$ cat src/rtl/cache_ctrl.sv
// cache_ctrl: direct-mapped write-back write-allocate cache controller; CACHE_INIT_SWEEP_EN adds a post-reset array clear
module cache_ctrl #(
    parameter int WORD_W  = 10,
    parameter int INDEX_W = 4,
    parameter int TAG_W   = 5
) (
    input  logic                clk,
    input  logic                reset,
    input  logic                cpu_req,
    input  logic                cpu_we,
    input  logic [WORD_W-1:0]   cpu_addr,
    input  logic [WORD_W-1:0]   cpu_wdata,
    output logic [WORD_W-1:0]   cpu_rdata,
    output logic                cpu_ready,
    output logic [INDEX_W-1:0]  arr_index,
    input  logic [TAG_W-1:0]    arr_tag_rd,
    input  logic [1:0]          arr_valid_rd,
    input  logic [1:0]          arr_dirty_rd,
    input  logic [2*WORD_W-1:0] arr_rdata,
    output logic [1:0]          arr_we,
    output logic [TAG_W-1:0]    arr_tag_wr,
    output logic [1:0]          arr_valid_wr,
    output logic [1:0]          arr_dirty_wr,
    output logic [2*WORD_W-1:0] arr_wdata,
    output logic                mem_req,
    output logic                mem_we,
    output logic [WORD_W-1:0]   mem_addr,
    output logic [2*WORD_W-1:0] mem_wdata,
    input  logic [2*WORD_W-1:0] mem_rdata,
    input  logic                mem_ack
);
    typedef enum logic [2:0] {INIT, IDLE, LOOKUP, WRITEBACK, REFILL} state_t;
    state_t state, next;
    logic [TAG_W-1:0] c_tag;
    logic [INDEX_W-1:0] c_idx, sw_idx;
    logic c_off, c_we;
    logic [WORD_W-1:0] c_wdata;
    logic tag_eq, hit, evict, ack, sweep, sweep_end, st_wr, rf_wr;
    logic [1:0] oh;
    assign tag_eq = arr_tag_rd == c_tag;
    assign hit    = tag_eq && arr_valid_rd[c_off];
    assign evict  = !tag_eq && |(arr_valid_rd & arr_dirty_rd);
    assign ack    = mem_req && mem_ack;
    assign oh     = c_off ? 2'b10 : 2'b01;
    assign st_wr  = !reset && state == LOOKUP && hit && c_we;
    assign rf_wr  = !reset && state == REFILL && ack;
`ifdef CACHE_INIT_SWEEP_EN
    logic [INDEX_W-1:0] cnt;
    assign sweep     = !reset && state == INIT;
    assign sweep_end = cnt == '1;
    assign sw_idx    = cnt;
    // Sweep index walks the array once per cycle while in INIT
    always_ff @(posedge clk) begin
        cnt <= (reset || state != INIT) ? '0 : cnt + 1'b1;
    end
`else
    assign sweep     = 1'b0;
    assign sweep_end = 1'b0;
    assign sw_idx    = '0;
`endif
    // State register
    always_ff @(posedge clk) begin
`ifdef CACHE_INIT_SWEEP_EN
        state <= reset ? INIT : next;
`else
        state <= reset ? IDLE : next;
`endif
    end
    // Next-state logic
    always_comb begin
        next = state;
        case (state)
            INIT:      next = sweep_end ? IDLE : INIT;
            IDLE:      next = (cpu_req && !cpu_ready) ? LOOKUP : IDLE;
            LOOKUP:    next = hit ? IDLE : evict ? WRITEBACK : REFILL;
            WRITEBACK: next = ack ? REFILL : WRITEBACK;
            REFILL:    next = ack ? LOOKUP : REFILL;
            default:   next = IDLE;
        endcase
    end
    // Request capture, CPU response and registered memory transfer control
    always_ff @(posedge clk) begin
        if (reset) begin
            c_tag     <= '0;
            c_idx     <= '0;
            c_off     <= 1'b0;
            c_we      <= 1'b0;
            c_wdata   <= '0;
            cpu_ready <= 1'b0;
            cpu_rdata <= '0;
            mem_req   <= 1'b0;
            mem_we    <= 1'b0;
            mem_addr  <= '0;
            mem_wdata <= '0;
        end else begin
            cpu_ready <= state == LOOKUP && hit;
            if (state == IDLE && cpu_req && !cpu_ready) begin
                c_tag   <= cpu_addr[INDEX_W+1 +: TAG_W];
                c_idx   <= cpu_addr[1 +: INDEX_W];
                c_off   <= cpu_addr[0];
                c_we    <= cpu_we;
                c_wdata <= cpu_wdata;
            end
            if (state == LOOKUP && hit && !c_we)
                cpu_rdata <= c_off ? arr_rdata[2*WORD_W-1:WORD_W] : arr_rdata[WORD_W-1:0];
            if (state == LOOKUP && !hit) begin
                mem_req   <= 1'b1;
                mem_we    <= evict;
                mem_addr  <= {evict ? arr_tag_rd : c_tag, c_idx, 1'b0};
                mem_wdata <= arr_rdata;
            end else if (ack && (state == WRITEBACK || state == REFILL)) begin
                mem_req <= 1'b0;
            end else if (state == REFILL && !mem_req) begin
                mem_req  <= 1'b1;
                mem_we   <= 1'b0;
                mem_addr <= {c_tag, c_idx, 1'b0};
            end
        end
    end
    // Array write port: store hit, refill fill, or init sweep; otherwise idle
    always_comb begin
        arr_index    = sweep ? sw_idx : c_idx;
        arr_we       = sweep ? 2'b11 : st_wr ? oh : rf_wr ? (tag_eq ? oh : 2'b11) : 2'b00;
        arr_tag_wr   = (st_wr || rf_wr) ? c_tag : '0;
        arr_valid_wr = (st_wr || rf_wr) ? arr_we : 2'b00;
        arr_dirty_wr = st_wr ? oh : 2'b00;
        arr_wdata    = st_wr ? {c_wdata, c_wdata} : rf_wr ? mem_rdata : '0;
    end
endmodule
$ cat config.mk
export PLATFORM = sky130hd
export DESIGN_NAME = cache_ctrl
export DESIGN_NICKNAME = d
export VERILOG_FILES = /design/src/rtl/cache_ctrl.sv
export SDC_FILE = /design/constraint.sdc
export NUM_CORES = 1
export LEC_CHECK = 0
export CORE_MARGIN = 1.5
export CORE_UTILIZATION = 30
export CTS_BUF_LIST = sky130_fd_sc_hd__clkbuf_16
export CTS_CLUSTER_SIZE = 12
export DETAILED_ROUTE_END_ITERATION = 16
export DONT_BUFFER_PORTS = 1
export HOLD_SLACK_MARGIN = 0.02
export PLACE_DENSITY = 0.52
export SLEW_MARGIN = 0
export SYNTH_ARGS = -nofsm -noshare
export SYNTH_HDL_FRONTEND = slang
export SYNTH_SLANG_ARGS = --single-unit
$ cat constraint.sdc
create_clock -name clk -period 2.9 [get_ports clk]
set_input_delay 0.725 -clock clk [delete_from_list [all_inputs] [get_ports clk]]
set_output_delay 0.725 -clock clk [all_outputs]
set_load 0.01 [all_outputs]
# Word-level counts from Yosys, hierarchy flattened
# Index checks and enable logic that the tools add are counted.
totals:
  reg_bits: 66
op_classes:
  n_lt_le_gt_ge: 1
  eq_ne: 6
  mux: 28
  n_bitwise: 1
  n_reduce_logical: 29
ops:
  columns: ["cell", "count"]
  rows:
  - ["$mux W10", 4]
  - ["$mux W20", 2]
  - ["$logic_and A1 B1 Y1", 16]
  - ["$pmux W3 S5", 1]
  - ["$mux W2", 7]
  - ["$mux W3", 4]
  - ["$mux W5", 2]
  - ["$mux W1", 8]
  - ["$eq A3 B2 Y1 const B", 2]
  - ["$logic_not A1 Y1", 6]
  - ["$eq A5 B5 Y1", 1]
  - ["$eq A3 B1 Y1 const B", 1]
  - ["$eq A3 B3 Y1 const B", 1]
  - ["$logic_not A3 Y1", 1]
  - ["$reduce_bool A3 Y1", 1]
  - ["$and A2 B2 Y2", 1]
  - ["$logic_or A1 B1 Y1", 2]
  - ["$lt A1 B2 Y1 const B", 1]
  - ["$ne A2 B2 Y1 const B", 1]
  - ["$reduce_and A2 Y1", 1]
  - ["$reduce_bool A2 Y1", 1]
  - ["$reduce_or A2 Y1", 1]

# Longest topological paths before layout
depth:
  word_depth: 7
  depth_mapped: 7
  ltp_nobuf: 5

# Least setup slack after synthesis
# Ideal clock, no wire load.
synth_path:
  kind: "in2out"
  startpoint: "in arr_tag_rd[0]"
  endpoint: "out arr_wdata[10]"
  arrival_time_ns: 1.871
  required_time_ns: 2.175
  setup_slack_ns: 0.304
  cell_stages: 6
  n_path_buf: 1
  cell_sequence: "xnor2_1 -> nand3_1 -> nor4_1 -> clkbuf_1 -> nand2_1 -> nand2_1"
synth_between:
  elab_chain_cells: 5
synth_rtl:
  columns: ["item", "line_no", "text"]
  rows:
  - ["from (decl)", "16", "input logic [TAG_W-1:0] arr_tag_rd,"]
  - ["$eq A5 B5 Y1", "40", "assign tag_eq = arr_tag_rd == c_tag;"]
  - ["$logic_and A1 B1 Y1", "41", "assign hit = tag_eq && arr_valid_rd[c_off];"]
  - ["$logic_and A1 B1 Y1 (2 in a row)", "45", "assign st_wr = !reset && state == LOOKUP && hit && c_we;"]
  - ["$mux W20", "127", "arr_wdata = st_wr ? {c_wdata, c_wdata} : rf_wr ? mem_rdata : '0;"]
  - ["to (decl)", "24", "output logic [2*WORD_W-1:0] arr_wdata,"]
# Every way passes these cells.

# Worst setup path in the final report
layout_path:
  startpoint: "in arr_tag_rd[0]"
  endpoint: "out arr_wdata[18]"
# Same word-level chain as after synthesis.

==> impl_metrics.env <==
export IMPL_fin_crit_sh=0.935
export IMPL_syn_area_per_cell_um2=8.27
export IMPL_pwr_share_clk=0.485
export IMPL_relSlewSlack=0.451
export IMPL_diodes=0
export IMPL_required_ns=2.17
export IMPL_gp_congestion=0.760
export IMPL_placedCellCount=487
export IMPL_drv_slew=0
export IMPL_synth_seq_area_share=0.440
export IMPL_synth_xor_area_share=0.0146
export IMPL_cts_sinks=66
export IMPL_drive_above_1_share=0.143
export IMPL_die_w_um=103
export IMPL_grt_pass1_vias=2107
export IMPL_maxCapViolCount=0
export IMPL_synthTopCellsByCount="nand2_1, dfxtp_1, nor2_1"
export IMPL_ant_nets=0
export IMPL_postCtsResizedCells=0
export IMPL_fillers=1026
export IMPL_synth_seq_cells=66
export IMPL_grt_first_pass_wirelength_mm=11.3
export IMPL_wl_mm=7.71
export IMPL_power_switching_share=0.246
export IMPL_p_switching_uw=628
export IMPL_synth_area_leader_cell="dfxtp_1"
export IMPL_cellLeakagePower_uw=0.00135
export IMPL_synth_area_mm2=0.00300
export IMPL_initial_core_util=0.309
export IMPL_hold_buffers=0
export IMPL_dieArea_mm2=0.0106
export IMPL_drtIter0Drc=97
export IMPL_power_density_mw_per_mm2=719
export IMPL_synth_edf_count=0
export IMPL_crit_chain="xnor2_1 > nand3_1 > nor4_2 > buf_4 > nand2_1 > nand2_1"
export IMPL_hold_viol_final=0
export IMPL_grt_start_max_net_pins=69
export IMPL_slowest_delay_ns=0.36
export IMPL_endpoint_kind="output pin"
export IMPL_synthDistinctLibCells=34
export IMPL_critical_path_max_fanout=10
export IMPL_path_clk_slew_ns=0.05
export IMPL_criticalPathCategory="in -> out"
export IMPL_num_vias=2439
export IMPL_cts_tree="built"
export IMPL_synth_area_leaders="dfxtp_1, mux2i_1, nand2_1"
export IMPL_synth_adder_area_share=0
export IMPL_setup_tns_ns=0
export IMPL_root_buffer="clkbuf_16"
export IMPL_synth_cells=363
export IMPL_hold_class="reg -> reg"
export IMPL_synth_mux_area_fraction=0.171
export IMPL_ioPinCount=152
export IMPL_yosysTopAreaCellShare=0.440
export IMPL_slowest_stage="nor4_2"
export IMPL_area_growth_pct=18.3
export IMPL_num_rows=36
export IMPL_combPwrFrac=0.109
export IMPL_grt_remaining_overflow=0
export IMPL_grt_usage=0.140
export IMPL_crit_top_cell="nand2_1"
export IMPL_place_hpwl_mm=5.53
export IMPL_die_h_um=103
export IMPL_status="finished, final reports clean"
export IMPL_worstPathArrival_ns=1.99
export IMPL_yosysMostFrequentCell="nand2_1"
export IMPL_synth_compound_area_share=0.102
export IMPL_skew_ns=0.00647
export IMPL_finalInstanceArea_mm2=0.00355
export IMPL_synth_nets=437
export IMPL_viasPerCell=4.85
export IMPL_io_buffers=0
export IMPL_start_kind="input pin"
export IMPL_synth_top_family_by_area="simple AND/OR/NAND/NOR gates"
export IMPL_yosys_warnings=0
export IMPL_antenna_found_initial=0
export IMPL_rsz0062_at_grt="true"
export IMPL_synth_top_flop_cell="dfxtp_1"
export IMPL_cts_buffers_inserted=9
export IMPL_postPlaceCellArea_mm2=0.00320
export IMPL_first_pass_iters=4
export IMPL_async_reset_ff_frac=0
export IMPL_tightest_slew_ns=0.824
export IMPL_finalSetupViolCount=0
export IMPL_ir_worst_vdd_mv=0.288
export IMPL_clock_path_buffers=2
export IMPL_p_int_uw=1930
export IMPL_seq_power_share=0.407
export IMPL_fin_nets=439
export IMPL_max_freq_mhz=369
export IMPL_fin_crit_ns=2.71
export IMPL_postCtsSetupRepairBufs=0
export IMPL_stdcell_count=503
export IMPL_core_mm2=0.00973
export IMPL_wl_per_cell_um=15.3
export IMPL_drc=0
export IMPL_insertion_delay_ns=0.32
export IMPL_htreeDepth=3
export IMPL_synth_simple_area_share=0.233
-- logic make-up after synthesis --
family | count (synthesis)
compound gates | 47
xor+xnor | 5
buf+inv | 26
flops | 66
mux | 50
other cells | 1
simple gates | 168
-- worst max-delay path, delay by kind of cell --
| family | cells | cell delay, ns |
|---|---|---|
| and+or+nand+nor | 4 | 0.80 |
| xor gates and xnor gates | 1 | 0.21 |
| buffers and inverters | 1 | 0.24 |
-- layout make-up --
type	instances	area [µm²]	area share
Inverter	4	15.0	0.00423
Tap cell	133	166	0.0468
Timing Repair Buffer	13	97.6	0.0275
Multi-Input combinational cell	271	1610	0.453
Clock buffer	9	225	0.0634
Clock inverter	7	119	0.0335
Sequential cell	66	1320	0.372
-- per-layer routing --
| metal | GRT usage | part of all wire | up-vias |
|---|---|---|---|
| met2 | 0.218 | 0.47 | 85 |
| met5 | 0 | 0 | - |
| met1 | 0.177 | 0.43 | 1130 |
| met3 | 0.0515 | 0.075 | 13 |
| li1 | - | - | 1211 |
| met4 | 0.0520 | 0.019 | 0 |
-- power by group through the flow --
stage	logic [µW]	registers, µW	clock network (µW)
after floorplan	241	1040	0
after global placement	274	1060	0
after detailed placement	281	1060	0
after CTS	282	1040	1270
after global routing	311	1050	1320
final	277	1040	1240
-- worst paths after layout --
path,from,to,slack [ns],depth (start not counted)
worst min-delay path,c_wdata[4],c_wdata[4],0.45,2
worst max register to register,state[1],mem_addr[7],0.81,5
worst min register to register,c_wdata[4],c_wdata[4],0.45,2
worst max-delay path,arr_tag_rd[0],arr_wdata[18],0.19,6
-- registers in the layout, indices dropped and copies added, names as in the netlist --
name       flops
cpu_ready      1
c_wdata       10
c_off          1
c_tag          5
c_we           1
mem_we         1
mem_wdata     20
arr_index      4
state          3
mem_addr       9
mem_req        1
cpu_rdata     10
-- stage by stage --
step	setup WS [ns]	hold slack [ns]	total power (µW)	util
floorplan	0.304	0.437	1280	-
global placement	0.205	0.438	1330	0.329
detailed placement	0.146	0.440	1340	0.329
CTS	0.0747	0.448	2590	0.364
global route	-0.00359	0.453	2680	0.365
finish	0.188	0.448	2550	0.365
-- placed cells by master (no fill, tap or decap), types with 3 or more instances in the layout --
cell,instances
mux2i_1,39
nor2b_1,5
clkbuf_16,9
xnor2_1,5
a211oi_2,5
nand2_1,95
nand3_1,4
mux2_2,11
a21oi_1,31
inv_1,5
nor2_1,45
bufinv_16,3
nand2b_1,3
buf_4,13
dfxtp_1,66
Note: power is estimated with default switching activity, not from simulation.
